==> src/rtl/banner_render_ctrl_pkg.sv <==
// Shared constants, FSM encoding and key helper for the banner render controller.
// Geometry: ten 12x12 glyphs side by side, packed into a 1440-bit row-major map.
package banner_pkg;

    localparam int GLYPH_W         = 12;
    localparam int GLYPH_H         = 12;
    localparam int NUM_CHARS       = 10;
    localparam int KEY_W           = 5;
    localparam int GLYPH_BITS      = 144;
    localparam int MAP_BITS        = 1440;
    localparam int ROW_BITS        = GLYPH_W * NUM_CHARS;
    localparam int BANNER_KEY_BITS = KEY_W * NUM_CHARS;

    localparam logic [KEY_W-1:0] KEY_SPACE = 5'b11111;
    localparam logic [KEY_W-1:0] KEY_UP    = 5'b01011;

    typedef enum logic [1:0] {
        ST_IDLE  = 2'd0,
        ST_FETCH = 2'd1,
        ST_DONE  = 2'd2
    } state_t;

    // Char 0 sits in the most significant key slot.
    function automatic logic [KEY_W-1:0] key_at(input logic [BANNER_KEY_BITS-1:0] keys,
                                                input logic [3:0] c);
        return keys[KEY_W*(NUM_CHARS-1-int'(c)) +: KEY_W];
    endfunction

endpackage

==> src/rtl/banner_render_ctrl_if.sv <==
// Bundle between banner sources / font ROM (master) and the render controller (slave).
interface banner_render_ctrl_if
    import banner_pkg::*;
#(
    parameter int NUM_REQ = 4
);
    localparam int OWN_W = $clog2(NUM_REQ);

    logic [NUM_REQ-1:0]                 req;
    logic [NUM_REQ*BANNER_KEY_BITS-1:0] keys;
    logic [NUM_REQ-1:0]                 ack;
    logic [KEY_W-1:0]                   rom_key;
    logic [GLYPH_BITS-1:0]              rom_glyph;
    logic [MAP_BITS-1:0]                pixel_map;
    logic                               map_valid;
    logic [OWN_W-1:0]                   map_owner;
    logic                               busy;

    modport master (
        output req, keys, rom_glyph,
        input  ack, rom_key, pixel_map, map_valid, map_owner, busy
    );

    modport slave (
        input  req, keys, rom_glyph,
        output ack, rom_key, pixel_map, map_valid, map_owner, busy
    );

endinterface

==> src/rtl/banner_render_ctrl_rr_arbiter.sv <==
// Round-robin arbiter: grants the first set request at or after the pointer.
// Combinational; the caller owns and advances the pointer.
module rr_arbiter #(
    parameter  int NUM_REQ = 4,
    localparam int IDX_W   = $clog2(NUM_REQ)
) (
    input  logic [NUM_REQ-1:0] i_req,
    input  logic [IDX_W-1:0]   i_pointer,
    input  logic               i_enable,
    output logic [NUM_REQ-1:0] o_grant,
    output logic [IDX_W-1:0]   o_idx,
    output logic               o_any
);

    logic [IDX_W-1:0]   w_cand [NUM_REQ];
    logic [NUM_REQ-1:0] w_hit;
    logic               w_found;

    // w_cand[gi] is the source gi positions after the pointer, wrapped modulo NUM_REQ.
    genvar gi;
    generate
        for (gi = 0; gi < NUM_REQ; gi++) begin : g_cand
            logic [IDX_W:0] w_sum;
            assign w_sum       = {1'b0, i_pointer} + (IDX_W+1)'(gi);
            assign w_cand[gi]  = (w_sum >= (IDX_W+1)'(NUM_REQ)) ?
                                 IDX_W'(w_sum - (IDX_W+1)'(NUM_REQ)) : IDX_W'(w_sum);
            assign w_hit[gi]   = i_req[w_cand[gi]];
        end
    endgenerate

    always_comb begin
        o_grant = '0;
        o_idx   = '0;
        w_found = 1'b0;
        o_any   = i_enable && (|i_req);
        for (int k = 0; k < NUM_REQ; k++) begin
            if (!w_found && w_hit[k]) begin
                w_found = 1'b1;
                o_idx   = w_cand[k];
            end
        end
        if (i_enable && w_found) begin
            o_grant[o_idx] = 1'b1;
        end
    end

endmodule

==> src/rtl/banner_render_ctrl.sv <==
// Time-multiplexed banner renderer: one shared font ROM port, one glyph per cycle,
// round-robin service of NUM_REQ banner sources into a single 1440-bit pixel map.
module banner_render_ctrl
    import banner_pkg::*;
#(
    parameter int NUM_REQ     = 4,
    parameter int ROM_LATENCY = 0
) (
    input  logic                 i_clk,
    input  logic                 i_rst,
    banner_render_ctrl_if.slave  io_bus
);

    localparam int IDX_W = $clog2(NUM_REQ);

    state_t                      r_state;
    state_t                      w_state_next;
    logic [BANNER_KEY_BITS-1:0]  r_keys;
    logic [IDX_W-1:0]            r_owner;
    logic [IDX_W-1:0]            r_ptr;
    logic [3:0]                  r_idx;
    logic [MAP_BITS-1:0]         r_map;
    logic                        r_map_valid;

    logic [NUM_REQ-1:0]          w_grant;
    logic [IDX_W-1:0]            w_gidx;
    logic                        w_any;
    logic [IDX_W-1:0]            w_ptr_next;
    logic [BANNER_KEY_BITS-1:0]  w_sel_keys;
    logic                        w_issue;
    logic                        w_ret_valid;
    logic [3:0]                  w_ret_idx;
    logic [MAP_BITS-1:0]         w_map_next;
    logic [NUM_REQ-1:0]          w_ack;
    logic                        w_busy;
    logic [KEY_W-1:0]            w_rom_key;

    rr_arbiter #(.NUM_REQ(NUM_REQ)) u_arb (
        .i_req     (io_bus.req),
        .i_pointer (r_ptr),
        .i_enable  (r_state == ST_IDLE),
        .o_grant   (w_grant),
        .o_idx     (w_gidx),
        .o_any     (w_any)
    );

    assign w_ptr_next = (w_gidx == IDX_W'(NUM_REQ-1)) ? '0 : w_gidx + 1'b1;
    assign w_issue    = (r_state == ST_FETCH) && (r_idx < 4'd10);

    always_comb begin
        w_sel_keys = '0;
        for (int s = 0; s < NUM_REQ; s++) begin
            if (w_grant[s]) begin
                w_sel_keys = w_sel_keys | io_bus.keys[BANNER_KEY_BITS*s +: BANNER_KEY_BITS];
            end
        end
    end

    // The char index travels alongside each key so a returning glyph knows its slot.
    generate
        if (ROM_LATENCY == 0) begin : g_rom_comb
            assign w_ret_valid = w_issue;
            assign w_ret_idx   = r_idx;
        end else begin : g_rom_pipe
            logic       r_dl_valid [ROM_LATENCY];
            logic [3:0] r_dl_idx   [ROM_LATENCY];

            always_ff @(posedge i_clk) begin
                if (i_rst) begin
                    for (int i = 0; i < ROM_LATENCY; i++) begin
                        r_dl_valid[i] <= 1'b0;
                        r_dl_idx[i]   <= '0;
                    end
                end else begin
                    r_dl_valid[0] <= w_issue;
                    r_dl_idx[0]   <= r_idx;
                    for (int i = 1; i < ROM_LATENCY; i++) begin
                        r_dl_valid[i] <= r_dl_valid[i-1];
                        r_dl_idx[i]   <= r_dl_idx[i-1];
                    end
                end
            end

            assign w_ret_valid = r_dl_valid[ROM_LATENCY-1];
            assign w_ret_idx   = r_dl_idx[ROM_LATENCY-1];
        end
    endgenerate

    always_comb begin
        w_map_next = r_map;
        for (int c = 0; c < NUM_CHARS; c++) begin
            if ((r_state == ST_FETCH) && w_ret_valid && (w_ret_idx == 4'(c))) begin
                for (int r = 0; r < GLYPH_H; r++) begin
                    w_map_next[MAP_BITS-1-ROW_BITS*r-GLYPH_W*c -: GLYPH_W] =
                        io_bus.rom_glyph[GLYPH_BITS-1-GLYPH_W*r -: GLYPH_W];
                end
            end
        end
    end

    always_ff @(posedge i_clk) begin
        if (i_rst) begin
            r_state <= ST_IDLE;
        end else begin
            r_state <= w_state_next;
        end
    end

    always_comb begin
        w_state_next = r_state;
        w_ack        = '0;
        w_busy       = 1'b0;
        w_rom_key    = KEY_SPACE;
        case (r_state)
            ST_IDLE: begin
                if (w_any) begin
                    w_state_next = ST_FETCH;
                end
            end
            ST_FETCH: begin
                w_busy = 1'b1;
                if (w_issue) begin
                    w_rom_key = key_at(r_keys, r_idx);
                end
                if (w_ret_valid && (w_ret_idx == 4'd9)) begin
                    w_state_next = ST_DONE;
                end
            end
            ST_DONE: begin
                w_ack[r_owner] = 1'b1;
                w_state_next   = ST_IDLE;
            end
            default: begin
                w_state_next = ST_IDLE;
            end
        endcase
    end

    always_ff @(posedge i_clk) begin
        if (i_rst) begin
            r_keys      <= '0;
            r_owner     <= '0;
            r_ptr       <= '0;
            r_idx       <= '0;
            r_map       <= '0;
            r_map_valid <= 1'b0;
        end else begin
            r_map <= w_map_next;
            if ((r_state == ST_IDLE) && w_any) begin
                r_keys      <= w_sel_keys;
                r_owner     <= w_gidx;
                r_ptr       <= w_ptr_next;
                r_idx       <= '0;
                r_map_valid <= 1'b0;
            end
            if (w_issue) begin
                r_idx <= r_idx + 4'd1;
            end
            if ((r_state == ST_FETCH) && (w_state_next == ST_DONE)) begin
                r_map_valid <= 1'b1;
            end
        end
    end

    assign io_bus.ack       = w_ack;
    assign io_bus.busy      = w_busy;
    assign io_bus.rom_key   = w_rom_key;
    assign io_bus.pixel_map = r_map;
    assign io_bus.map_valid = r_map_valid;
    assign io_bus.map_owner = r_owner;

endmodule
==> src/flat_wrapper.sv <==
// flat-port wrapper written by rule: the top's interface ports become plain ports
module banner_render_ctrl_flat import banner_pkg::*;
#(
    parameter int NUM_REQ     = 4,
    parameter int ROM_LATENCY = 0
)
  (i_clk, i_rst, io_bus_req, io_bus_keys, io_bus_rom_glyph, io_bus_ack, io_bus_rom_key, io_bus_pixel_map, io_bus_map_valid, io_bus_map_owner, io_bus_busy);
  banner_render_ctrl_if #(.NUM_REQ(NUM_REQ)) io_bus_i ();
  input  logic i_clk;
  input  logic i_rst;
  input wire logic [$bits(io_bus_i.req)-1:0] io_bus_req;
  input wire logic [$bits(io_bus_i.keys)-1:0] io_bus_keys;
  input wire logic [$bits(io_bus_i.rom_glyph)-1:0] io_bus_rom_glyph;
  output wire logic [$bits(io_bus_i.ack)-1:0] io_bus_ack;
  output wire logic [$bits(io_bus_i.rom_key)-1:0] io_bus_rom_key;
  output wire logic [$bits(io_bus_i.pixel_map)-1:0] io_bus_pixel_map;
  output wire logic [$bits(io_bus_i.map_valid)-1:0] io_bus_map_valid;
  output wire logic [$bits(io_bus_i.map_owner)-1:0] io_bus_map_owner;
  output wire logic [$bits(io_bus_i.busy)-1:0] io_bus_busy;
  assign io_bus_i.req = io_bus_req;
  assign io_bus_i.keys = io_bus_keys;
  assign io_bus_i.rom_glyph = io_bus_rom_glyph;
  assign io_bus_ack = io_bus_i.ack;
  assign io_bus_rom_key = io_bus_i.rom_key;
  assign io_bus_pixel_map = io_bus_i.pixel_map;
  assign io_bus_map_valid = io_bus_i.map_valid;
  assign io_bus_map_owner = io_bus_i.map_owner;
  assign io_bus_busy = io_bus_i.busy;
  banner_render_ctrl #(.NUM_REQ(NUM_REQ), .ROM_LATENCY(ROM_LATENCY)) u_core (.i_clk(i_clk), .i_rst(i_rst), .io_bus(io_bus_i));
endmodule
==> config.mk <==
export PLATFORM = sky130hd
export DESIGN_NAME = banner_render_ctrl_flat
export DESIGN_NICKNAME = d
export VERILOG_FILES = /design/src/rtl/banner_render_ctrl_pkg.sv /design/src/rtl/banner_render_ctrl_if.sv /design/src/rtl/banner_render_ctrl_rr_arbiter.sv /design/src/rtl/banner_render_ctrl.sv /design/src/flat_wrapper.sv
export SDC_FILE = /design/constraint.sdc
export NUM_CORES = 2
export LEC_CHECK = 0
export CORE_AREA = 2 2 709 711
export CTS_CLUSTER_DIAMETER = 120
export CTS_CLUSTER_SIZE = 12
export DETAILED_ROUTE_END_ITERATION = 8
export DIE_AREA = 0 0 711 713
export PLACE_DENSITY_LB_ADDON = 0.1
export SETUP_SLACK_MARGIN = 0.02
export SYNTH_ARGS = -nofsm -noshare
export SYNTH_HDL_FRONTEND = slang
export SYNTH_HIERARCHICAL = 1
export SYNTH_SLANG_ARGS = --single-unit
==> constraint.sdc <==
create_clock -name i_clk -period 5.3 [get_ports i_clk]
set_input_delay 1.06 -clock i_clk [delete_from_list [all_inputs] [get_ports i_clk]]
set_output_delay 1.06 -clock i_clk [all_outputs]
set_load 0.03 [all_outputs]
# After elaboration in Yosys (flattened, before gate mapping)
# Index checks and enable logic that the tools add are counted.
[totals]
regBits = 1501
[classes]
magnitude_cmp = 13
n_reduce_logical = 30
multipliers = 1
shifts = 1
eq_ne = 13
n_mux = 41
bitwise_logic = 3
addsub = 10
[op_table]
columns = ["operator", "n"]
rows = [
  ["2-to-1 mux 50 bit", 4],
  ["OR 50 bit", 3],
  ["indexed part select 50 x 32 -> 5 bit", 1],
  ["multiplier 4 x 32 -> 32 bit (first input constant)", 1],
  ["logical AND 1 bit", 22],
  ["2-to-1 mux 2 bit", 11],
  ["less-than comparator 2 x 3 -> 1 bit (second input constant)", 6],
  ["== test 4 x 3 -> 1 bit (second input constant)", 4],
  ["2-to-1 mux 4 bit", 4],
  ["2-to-1 mux 1 bit", 13],
  ["2-to-1 mux 5 bit", 2],
  [">= comparator 3 bit (second input constant)", 3],
  ["binary-select mux 1 bit (select 2 bit)", 4],
  ["== test 4 x 2 -> 1 bit (second input constant)", 2],
  ["== test 4 bit (second input constant)", 2],
  ["subtractor 2 x 1 -> 2 bit (second input constant)", 4],
  ["adder 2 x 2 -> 3 bit (second input constant)", 2],
  ["== test 2 bit (second input constant)", 3],
  ["subtractor 4 x 4 -> 5 bit (first input constant)", 1],
  ["adder 4 x 1 -> 4 bit (second input constant)", 1],
  ["demux 1 bit (select 2 bit)", 2],
  ["== test 4 x 1 -> 1 bit (second input constant)", 1],
  [">= comparator 2 x 1 -> 1 bit (second input constant)", 2],
  ["zero test 4 bit", 1],
  ["other kinds (10)", 13],
]

# Logic depth before layout (Yosys ltp)
[depth]
word_depth = 26
depth_mapped = 15
ltp_nobuf = 13

# Modules after synthesis
# Netlist, hierarchy kept.
[by_module_without_submodules]
columns = ["mod", "cells_per_inst", "seq_area_each_um2", "area_per_inst_um2", "instances"]
rows = [
  ["banner_render_ctrl", 6945, 30048.8, 54594.9, 1],
  ["rr_arbiter", 17, 0.0, 123.9, 1],
]

# Least setup slack after synthesis
# OpenSTA, ideal clock, no wires.
[synth_timing]
path_type = "reg2out"
startpoint = "register u_core.r_idx[1]"
endpoint = "output io_bus_rom_key[2]"
required_time_ps = 4240
arrival_ps = 4121
stages_incl_launch_ff = 16
setup_slack_ps = 119
n_path_buf = 2
cell_sequence = "dfxtp_1 > buf_2 > buf_2 > clkinv_1 > ha_1 > ha_1 > xor2_1 > ha_1 > inv_1 > fa_1 > nor2b_1 > o21ai_2 > xnor2_1 > nand2_1 > a2111o_1 > a41oi_1"
[synth_via]
elab_chain_len = 5
word_cells_on_any_way = 7
cone_classes = "add/sub: 1; mul: 1; order compare: 1; shift: 1; mux: 2; reduce/logical: 1"
[synth_lines]
columns = ["element", "line", "text"]
rows = [
  ["from (decl)", "banner_render_ctrl.sv:21", "logic [3:0] r_idx;"],
  ["from (signal assigned)", "banner_render_ctrl.sv:157", "r_idx <= r_idx + 4'd1;"],
  ["subtractor 4 x 4 -> 5 bit", "banner_render_ctrl_pkg.sv:26", "return keys[KEY_W*(NUM_CHARS-1-int'(c)) +: KEY_W];"],
  ["multiplier 4 x 32 -> 32 bit", "banner_render_ctrl_pkg.sv:26", ""],
  ["indexed part select 50 x 32 -> 5 bit", "banner_render_ctrl_pkg.sv:26", ""],
  ["2-to-1 mux 5 bit *", "banner_render_ctrl.sv:122", "if (w_issue) begin"],
  ["2-to-1 mux 5 bit *", "banner_render_ctrl.sv:114", "case (r_state)"],
  ["to (decl)", "flat_wrapper.sv:15", "output wire logic [$bits(io_bus_i.rom_key)-1:0] io_bus_rom_key;"],
]
# Mark *: on every way between the ends. The rest lies on a longest branch, timed or not.

# Final worst setup path
# Same ends and word-level chain as after synthesis.

==> results.py <==
metrics = {
    "timing": {
        "slew_headroom": 0.2545,
        "skew_ns": 0.07100,
        "rsz0062_at_grt": "true",
        "min_period_ns": 5.131,
        "setup_ws_ns": 0.1690,
        "drv_slew": 0,
        "setup_viol": 0,
        "hold_viol": 0,
        "tightest_slew_ns": 1.115,
        "hold_ws_ns": 0.4516,
        "fmax_mhz": 194.9,
        "period_share": 0.9681,
    },
    "layout": {
        "syn_to_final_growth_pct": 55.16,
        "instances_no_fill": 15148,
        "n_fill_cell": 56133,
        "nNetsFinal": 8779,
        "seq_area_um2": 30060,
        "drive_gt1_frac": 0.05781,
        "multi_input_area_um2": 22180,
    },
    "pwr": {
        "p_seq_frac": 0.460,
        "powerDensity_nw_per_um2": 300.3,
        "p_sw_w": 0.007645,
        "power_frac_comb": 0.123,
        "p_int_w": 0.01786,
        "p_leak_nw": 26.16,
        "sw_frac_of_total": 0.2998,
        "p_clk_frac": 0.416,
        "ir_drop_uv": 230.1,
    },
    "critical_path": {
        "crit_path_max_incr_delay_ns": 0.41,
        "worstPathRequired_ns": 4.24,
        "cp_top_family": "adder cells",
        "critPathBufInv": 3,
        "cpMaxStageDelayCell": "fa_2",
        "arrival_ns": 4.07,
        "start_kind": "flip-flop",
        "end_kind": "primary output",
        "cp_max_fo": 7,
        "crit_type": "flip-flop to primary output",
        "worstPathCellList": "inv_2, ha_2, ha_4, xor2_2, ha_2, inv_1, fa_2, nor2b_4, o21ai_4, xnor2_2, nor4_2, o211ai_1, a41oi_2, buf_12",
        "cpMostUsedCell": "ha_2",
    },
    "yosys": {
        "synth_area_um2": 54720,
        "ys_types": 60,
        "syn_nets": 7326,
        "avgSynthCellArea_um2": 7.860,
        "synth.most_common_cell": "nand2_1",
        "ys.flop_type": "dfxtp_1",
        "synth_top_area_cell": "dfxtp_1",
        "async_flop_share": 0,
        "ys_top_cells_by_count": "2914 x nand2_1, 1501 x dfxtp_1, 1456 x a21oi_1",
        "synth_top_area_share": 0.5492,
        "yosysWarnings": 6,
        "yosys-top-cells-area": "dfxtp_1 55%, nand2_1 20%, a21oi_1 13%",
        "ys_seq_area_frac": 0.5492,
        "synth_seq_cells": 1501,
        "syn-instance-count": 6962,
        "synth_edf_count": 0,
    },
    "hold_path": {
        "hp-class": "flip-flop to flip-flop",
    },
    "routing": {
        "first_pass_iters": 5,
        "via_per_inst": 3.613,
        "routedWlPerCell_um": 27.37,
        "first_iter_violations": 3700,
        "num_vias": 54725,
        "drc": 0,
        "wirelength_mm": 414.6,
        "ant_nets": 0,
    },
    "die": {
        "design.die.area_um2": 506900,
        "ioPinCount": 1803,
        "die_x_um": 711,
        "die_h_um": 713,
        "coreArea_um2": 499700,
        "rows": 260,
        "initial_utilization": 0.1095,
    },
    "clocking": {
        "cts.sink_count": 1501,
        "tritoncts": "built",
        "root_buffer": "clkbuf_16",
        "htreeDepth": 4,
        "cts-buffers-inserted": 153,
        "clock_latency_ns": 0.90,
        "cts_buffer_depth": 4,
        "clk_pin_slew_worst_paths_ns": 0.05,
    },
    "placement": {
        "gp_congestion": 0.7935,
        "place_hpwl_mm": 295.7,
        "port_buffers": 1802,
        "dp_cells": 14935,
        "post-place-ws_ns": 0.6031,
    },
    "global_routing": {
        "grtUsageTotal": 0.1563,
        "grt_antenna_before_repair": 73,
        "grt_pass1_wl_mm": 541.0,
        "gr-total-overflow": 0,
        "grt_pass1_vias": 53818,
        "grt_max_degree": 147,
    },
    "outcome": {
        "outcome": "finished, final reports clean",
    },
    "flow_run": {
        "maxCapViolations": 0,
    },
}
flip-flops by register name, summed over array words and instances (netlist names):
name and cells:
u_core/r_keys 50, u_core/io_bus.pixel_map 1440, u_core/r_ptr 2, u_core/io_bus.map_owner 2
u_core/io_bus.map_valid 1, u_core/r_state 2, u_core/r_idx 4
worst reg2reg max path, cell delays in order, from the launching register on:
cell and delay [ns]:
dfxtp_1 0.45, mux2i_1 0.22, nor2_1 0.07, a311oi_2 0.57
and3_2 0.98, buf_4 0.39, a221oi_1 0.13, nor3_1 0.21
logic make-up (layout without fill, tap and decap cells):
kind of cell | count (synthesis) | in the layout | synth area share
flops | 1501 | 1501 | 0.5492
compound gates | 1589 | 1589 | 0.1554
fa+ha+maj | 14 | 14 | 0.003339
mux | 67 | 67 | 0.02428
xor+xnor | 7 | 7 | 0.001120
simple gates | 3090 | 3090 | 0.2159
buf+inv | 694 | 2173 | 0.05076
other cells | 0 | 26 | 0
power by group through the flow:
stage	logic [W]	clock network [W]	registers, W
after floorplan	0.00124	0	0.0122
after global placement	0.00322	0	0.0120
after detailed placement	0.00322	0	0.0120
after CTS	0.00324	0.0112	0.0117
after global routing	0.00336	0.0116	0.0118
final	0.00315	0.0106	0.0117
layout by cell type, fill, tap and decap left out, types with 9 or more instances in the layout:
master / instances
clkdlybuf4s50_1: 1776
buf_4: 119
nand2_1: 2905
nor2_1: 69
ha_1: 9
dfxtp_1: 1497
mux4_2: 42
buf_12: 61
a21oi_1: 1456
a221o_1: 51
nor3_1: 53
a221oi_1: 50
buf_2: 20
clkbuf_16: 153
diode_2: 26
mux2i_1: 15
what timing repair did:
action / in CTS / in global routing
pin swaps: 3 / 5
setup endpoints to repair: 5 / 5
setup buffers: 4 / 1
hold buffers: 0 / 0
resized for setup: 18 / 16
endpoints found under the hold margin: 0 / 0
per-layer routing:
layer	vias to the layer above	wire length, um	GRT usage	part of all wire
met5	-	162	0	0.00039
met3	405	31840	0.04763	0.077
met4	24	12900	0.04502	0.031
li1	25474	-	-	-
met2	1836	202200	0.2722	0.49
met1	26986	167500	0.1839	0.40
stage by stage:
step | utilization | TNS, ns | instance area [um^2] | total power [W]
floorplan | - | 0 | 54720 | 0.01340
global placement | 0.1610 | 0 | 80450 | 0.01520
detailed placement | 0.1610 | 0 | 80450 | 0.01520
CTS | 0.1696 | -0.1449 | 84730 | 0.02621
global route | 0.1698 | -0.04961 | 84870 | 0.02667
finish | 0.1699 | 0 | 84900 | 0.02550
path summary, 6_finish.rpt:
check,start,to,slack (ns),depth (start not counted)
setup / recovery,u_core/r_idx[1],io_bus_rom_key[2],0.17,14
hold / removal,u_core/io_bus.pixel_map[233],u_core/io_bus.pixel_map[233],0.45,2
setup reg to reg,u_core/r_ptr[1],u_core/r_keys[43],2.22,7
hold reg to reg,u_core/io_bus.pixel_map[233],u_core/io_bus.pixel_map[233],0.45,2
area by class of cell:
class                      count  share of cell area
sequential                  1501              0.3540
multi-input combinational   4767              0.2612
timing repair buffer        1978              0.2359
tap                         6681             0.09846
clock buffer                 160             0.04576
clock inverter                21            0.003227
antenna                       26           0.0007663
inverter                      14           0.0006632
(Power assumes the default switching activity.)
